## src/rtl/clock_div.sv

```systemverilog
// rtl/clock_div.sv - multi-channel programmable clock divider with deferred divisor loads
// Optional single-step input: define CLOCK_DIV_STEP_EN.
module clock_div #(
    parameter int CHANNELS  = 2,
    parameter int WIDTH     = 16,
    parameter int RESET_DIV = 2,
    parameter int CW        = (CHANNELS > 1) ? $clog2(CHANNELS) : 1
) (
    input  logic                clk,
    input  logic                rst_n,
    input  logic                enable,
    input  logic                load_valid,
    output logic                load_ready,
    input  logic [CW-1:0]       load_ch,
    input  logic [WIDTH-1:0]    load_div,
    output logic [CHANNELS-1:0] clk_out,
    output logic [CHANNELS-1:0] tick
`ifdef CLOCK_DIV_STEP_EN
    ,
    input  logic                step
`endif
);

    typedef enum logic {
        IDLE,
        PENDING
    } state_t;

    localparam logic [CW:0] CH_LIMIT = (CW + 1)'(CHANNELS);

    state_t               state_q;
    state_t               state_d;
    logic [CW-1:0]        shadow_ch;
    logic [WIDTH-1:0]     shadow_div;
    logic                 advance;
    logic                 ch_ok;
    logic                 accept;
    logic [CHANNELS-1:0]  apply_vec;

`ifdef CLOCK_DIV_STEP_EN
    // A step only matters while the channels are otherwise frozen.
    assign advance = enable | step;
`else
    assign advance = enable;
`endif

    assign ch_ok  = ({1'b0, load_ch} < CH_LIMIT);
    assign accept = load_valid && (state_q == IDLE);

    always_comb begin
        state_d    = state_q;
        load_ready = (state_q == IDLE);
        case (state_q)
            IDLE:    if (load_valid && ch_ok) state_d = PENDING;
            PENDING: if (|apply_vec) state_d = IDLE;
            default: state_d = IDLE;
        endcase
    end

    always_ff @(posedge clk or negedge rst_n) begin
        if (!rst_n) begin
            state_q    <= IDLE;
            shadow_ch  <= '0;
            shadow_div <= '0;
        end else begin
            state_q <= state_d;
            if (accept && ch_ok) begin
                shadow_ch  <= load_ch;
                shadow_div <= load_div;
            end
        end
    end

    for (genvar i = 0; i < CHANNELS; i++) begin : g_ch
        logic [WIDTH-1:0] div_r;
        logic [WIDTH-1:0] cnt_r;
        logic             out_r;
        logic             tick_r;
        logic             is_target;
        logic             wraps;
        logic             apply;

        assign is_target = (state_q == PENDING) && (shadow_ch == CW'(i));
        assign wraps     = advance && (div_r != '0) && (cnt_r == div_r - WIDTH'(1));
        // A stopped or frozen target would never wrap, so it takes the new divisor at once.
        assign apply     = is_target && ((div_r == '0) || !advance || wraps);
        assign apply_vec[i] = apply;
        assign clk_out[i]   = out_r;
        assign tick[i]      = tick_r;

        always_ff @(posedge clk or negedge rst_n) begin
            if (!rst_n) begin
                div_r  <= WIDTH'(RESET_DIV);
                cnt_r  <= '0;
                out_r  <= 1'b0;
                tick_r <= 1'b0;
            end else if (apply) begin
                div_r <= shadow_div;
                cnt_r <= '0;
                if (shadow_div == '0) begin
                    out_r  <= 1'b0;
                    tick_r <= 1'b0;
                end else if (wraps) begin
                    out_r  <= ~out_r;
                    tick_r <= ~out_r;
                end else begin
                    tick_r <= 1'b0;
                end
            end else if (div_r == '0) begin
                cnt_r  <= '0;
                out_r  <= 1'b0;
                tick_r <= 1'b0;
            end else if (wraps) begin
                cnt_r  <= '0;
                out_r  <= ~out_r;
                tick_r <= ~out_r;
            end else if (advance) begin
                cnt_r  <= cnt_r + WIDTH'(1);
                tick_r <= 1'b0;
            end else begin
                tick_r <= 1'b0;
            end
        end
    end

endmodule
```

## config.mk

```make
export PLATFORM = sky130hd
export DESIGN_NAME = clock_div
export DESIGN_NICKNAME = d
export VERILOG_FILES = /design/src/rtl/clock_div.sv
export SDC_FILE = /design/constraint.sdc
export NUM_CORES = 1
export LEC_CHECK = 0
export CAP_MARGIN = 20
export CORE_ASPECT_RATIO = 1.4
export CORE_MARGIN = 4
export CORE_UTILIZATION = 50
export DETAILED_ROUTE_END_ITERATION = 16
export PLACE_DENSITY = 0.71
export SYNTH_ARGS = -nofsm -noshare
export SYNTH_HDL_FRONTEND = slang
export SYNTH_SLANG_ARGS = --single-unit
```

## constraint.sdc

```tcl
create_clock -name clk -period 3.1 [get_ports clk]
set_clock_uncertainty 0.1 [all_clocks]
set_input_delay 0.31 -clock clk [delete_from_list [all_inputs] [get_ports clk]]
set_output_delay 0.31 -clock clk [all_outputs]
set_load 0.01 [all_outputs]
```

==> flow_metrics.tcl <==
set metrics [dict create \
    synth_top_family_by_area "simple AND/OR/NAND/NOR gates" \
    grt_pass1_wl_um 22870 \
    setup_violations 0 \
    yosysUniqueCellTypes 69 \
    ys_top_cells_by_area "dfrtp_1, mux2_2, xnor2_1, xor2_1, nor2_1" \
    synth_compound_area_share_pct 11.76 \
    wire_per_inst_um 18.80 \
    avgSynthCellArea_um2 9.835 \
    finalPower_mw 6.161 \
    synthesis.nets 573 \
    r2r-start "g_ch[0].div_r[7]$_DFFE_PN0N_" \
    maxCapViolations 0 \
    seqPwrFrac_pct 32.8 \
    placed_area_mm2 0.006170 \
    drtPass1Iterations 4 \
    antenna_found_initial 0 \
    yosys_warnings 0 \
    dieArea_mm2 0.01244 \
    drt_iter0_drc 191 \
    r2r_end "g_ch[0].div_r[15]$_DFFE_PN0N_" \
    switching_share_pct 39.36 \
    ys.flop_type "dfrtp_1" \
    worst_slew_pin_slew_ns 0.7428 \
    design.core.area_mm2 0.01041 \
    yosys.area.top_type "dfrtp_1" \
    final_min_period_over_clock_period_pct 99.14 \
    cp_slowest_cell "or4_4" \
    grt_pass1_vias 4511 \
    yosys.area.top_type_share_pct 39.29 \
    outcome "complete, no violations" \
    synth_cells 544 \
    vdd_drop_max_v 0.0004162 \
    gp_congestion 0.9721 \
    n_antenna_cell 0 \
    synth.area.mux_share_pct 12.37 \
    dp_slack_ns -0.04467 \
    hold_start "state_q$_DFF_PN0_" \
    clock_latency_ns 0.34 \
    num_vias 4464 \
    fillers 814 \
    design_area_mm2 0.006736 \
    io-pin-count 26 \
    cts_tree "built" \
    synth_fa_ha_area_share_pct 1.871 \
    hold_path_end "state_q$_DFF_PN0_" \
    finalCriticalPeriod_ns 3.073 \
    cp_max_fo 12 \
    syn-cell-area_mm2 0.005350 \
    p_clk_share_pct 18.1 \
    grt_util_all_layers_pct 24.16 \
    dp_hpwl_um 10830 \
    crit_family "simple AND/OR/NAND/NOR gates" \
    synthSimpleGateAreaFrac_pct 21.47 \
    synth_edf_count 0 \
    rsz0062_at_grt "true" \
    fin_nets 652 \
    synth_xor_area_share_pct 8.115 \
    cp_num_buf_inv 1 \
    final-hold-violation-count 0 \
    pwr-share-comb_pct 49.1 \
    p_leak_nw 2.892 \
    hp-class "register to register" \
    drc 0 \
    maxSlewHeadroom_pct 50.48 \
    fin_ws_ns 0.02667 \
    clkTransAtPathRegs_ns 0.07 \
    crit_path_end_kind "register" \
    whs_ns 0.4400 \
    start_kind "register" \
    cp.required_ns 3.23 \
    grt_max_degree 58 \
    path_cells "or3_4 -> or4_4 -> a221o_1 -> nor4b_2 -> and3_4 -> a31oi_4 -> nand2b_4 -> buf_12 -> mux2_1" \
    hold_depth 1 \
    row_count 44 \
    cts.htree.levels 3 \
    clockBufferDepth 2 \
    cts_root_buffer "clkbuf_16" \
    portBuffers 25 \
    critPathMaxStageDelay_ns 0.49 \
    async_reset_ff_share_pct 100.0 \
    p_int_mw 3.736 \
    ff2ff_setup_slack_ns 0.03 \
    r2r_cells 9 \
    switching_power_mw 2.425 \
    cp.arrival_ns 3.20 \
    overflow 0 \
    yosysSeqAreaShare_pct 40.27 \
    dieWidth_um 95.43 \
    wl_um 14400 \
    fmax_ghz 0.3254 \
    setup.worst_path.class "register to register" \
    drv_slew 0 \
    ys_seq_elements 86 \
    final_antenna_net_count 0 \
    syn2layout_area_growth_pct 25.91 \
    start_util_pct 51.42 \
    die_h_um 130.4 \
    layout-drive-gt1-share_pct 28.82 \
    cts_sinks 86 \
    vias_per_cell 5.828 \
    tritoncts.num_buffers 9 \
    powerDensity_mw_per_mm2 914.5 \
]
## synthesized netlist by cell type, types with 5 or more instances
master     n
ha_1       8
and3_1    10
nand4_1   10
mux2_2    34
nand3_1   19
o21ai_0   11
nor2_1    45
nand2b_1   7
buf_4      5
nor4_1    13
a22o_1     6
nor3b_1    8
clkbuf_1  17
or4_1      8
xor2_1    20
nand2_1   35
mux2_1     7
inv_1     18
a21oi_1   12
dfrtp_1   84
mux2_4    10
nor3_1    23
nor2b_1    5
or3_1      8
a21o_1     7
mux2i_1    5
xnor2_1   27
## timing repair
| item | CTS | global route |
|---|---|---|
| gates cloned | 0 | 1 |
| hold buffers | 1 | 0 |
| setup buffers | 1 | 4 |
| resized for setup | 6 | 38 |
| endpoints found under the setup margin | 37 | 56 |
| hold endpoints to repair | 53 | 0 |
| pin swaps | 4 | 14 |
## worst register-to-register path, cell delays in order (launching register included)
cell,delay [ns]
dfrtp_1,0.38
or3_4,0.41
or4_4,0.49
a221o_1,0.35
nor4b_2,0.22
and3_4,0.24
a31oi_4,0.10
nand2b_4,0.19
buf_12,0.16
mux2_1,0.31
## kinds of logic (layout without fill, tap and decap cells)
family          count (synthesis)  count (layout)
flops                          86              86
mux                            56              56
fa+ha+maj                       8               8
simple gates                  214             215
compound gates                 85              85
xor+xnor                       48              48
buf+inv                        47             130
## stage by stage
| step | utilization (%) | TNS (ns) | cells |
|---|---|---|---|
| floorplan | - | -0.05638 | 544 |
| global placement | 59.20 | -0.5524 | 741 |
| detailed placement | 59.30 | -0.4307 | 743 |
| CTS | 62.63 | -0.2543 | 761 |
| global route | 64.74 | -1.018 | 766 |
| finish | 64.74 | 0 | 766 |
## layer usage
| metal | vias to the layer above | global-route usage, % | wire [µm] |
|---|---|---|---|
| met1 | 2215 | 27.83 | 5683 |
| li1 | 2144 | - | - |
| met3 | 40 | 3.322 | 377 |
| met4 | 0 | 11.31 | 592 |
| met5 | - | 0 | 0 |
| met2 | 65 | 43.79 | 7744 |
## worst max path at each step
stage                                       from                            end  slack [ns]  cells after the start
finish              g_ch[0].div_r[7]$_DFFE_PN0N_  g_ch[0].div_r[15]$_DFFE_PN0N_        0.03                      9
global route        g_ch[0].div_r[1]$_DFFE_PN1N_  g_ch[0].div_r[15]$_DFFE_PN0N_       -0.07                     13
CTS                 g_ch[1].div_r[7]$_DFFE_PN0P_        g_ch[1].out_r$_DFF_PN0_       -0.03                      8
detailed placement  g_ch[0].div_r[0]$_DFFE_PN0N_  g_ch[0].div_r[15]$_DFFE_PN0N_       -0.04                     11
global placement    g_ch[1].div_r[2]$_DFFE_PN0P_   g_ch[1].div_r[7]$_DFFE_PN0P_       -0.04                      8
floorplan           g_ch[1].div_r[3]$_DFFE_PN0P_  g_ch[1].div_r[10]$_DFFE_PN0P_      -0.008                     12
## cell usage in the layout (no fill, tap or decap), types with 7 or more instances in the layout
cell type and n:
a21o_1 7, a21oi_1 10, and3_1 9, buf_4 65
clkbuf_16 9, clkdlybuf4s50_1 24, dfrtp_1 84, inv_1 15
mux2_2 34, mux2_4 12, nand2_1 35, nand3_1 19
nand4_1 10, nor2_1 45, nor3_1 22, nor3b_1 7
nor4_1 10, o21ai_0 10, xnor2_1 25, xor2_1 20
## state kept, by name, indices dropped and copies added (netlist names)
register     flops
g_ch.div_r      32
shadow_div      16
state_q          1
shadow_ch        1
g_ch.out_r       2
g_ch.cnt_r      32
g_ch.tick_r      2
## final cells by class
type                       instances  area, µm²  area share [%]
clock buffer                       9      225.2           3.343
clock inverter                     7      81.33           1.207
inverter                          18      67.56           1.003
multi-input combinational        412       3229           47.94
sequential                        86       2155           31.98
tap                              138      172.7           2.563
timing repair buffer              96      805.8           11.96
## power by group through the flow
stage | Sequential (mW) | Clock (mW) | Combinational [mW]
6_report | 2.02 | 1.12 | 3.02
3_5_place_dp | 2.02 | 0 | 2.75
3_3_place_gp | 2.00 | 0 | 2.67
5_1_grt | 2.08 | 1.18 | 3.26
2_1_floorplan | 1.88 | 0 | 1.79
4_1_cts | 2.01 | 1.13 | 2.80
Power figures use the tool's default switching activity.
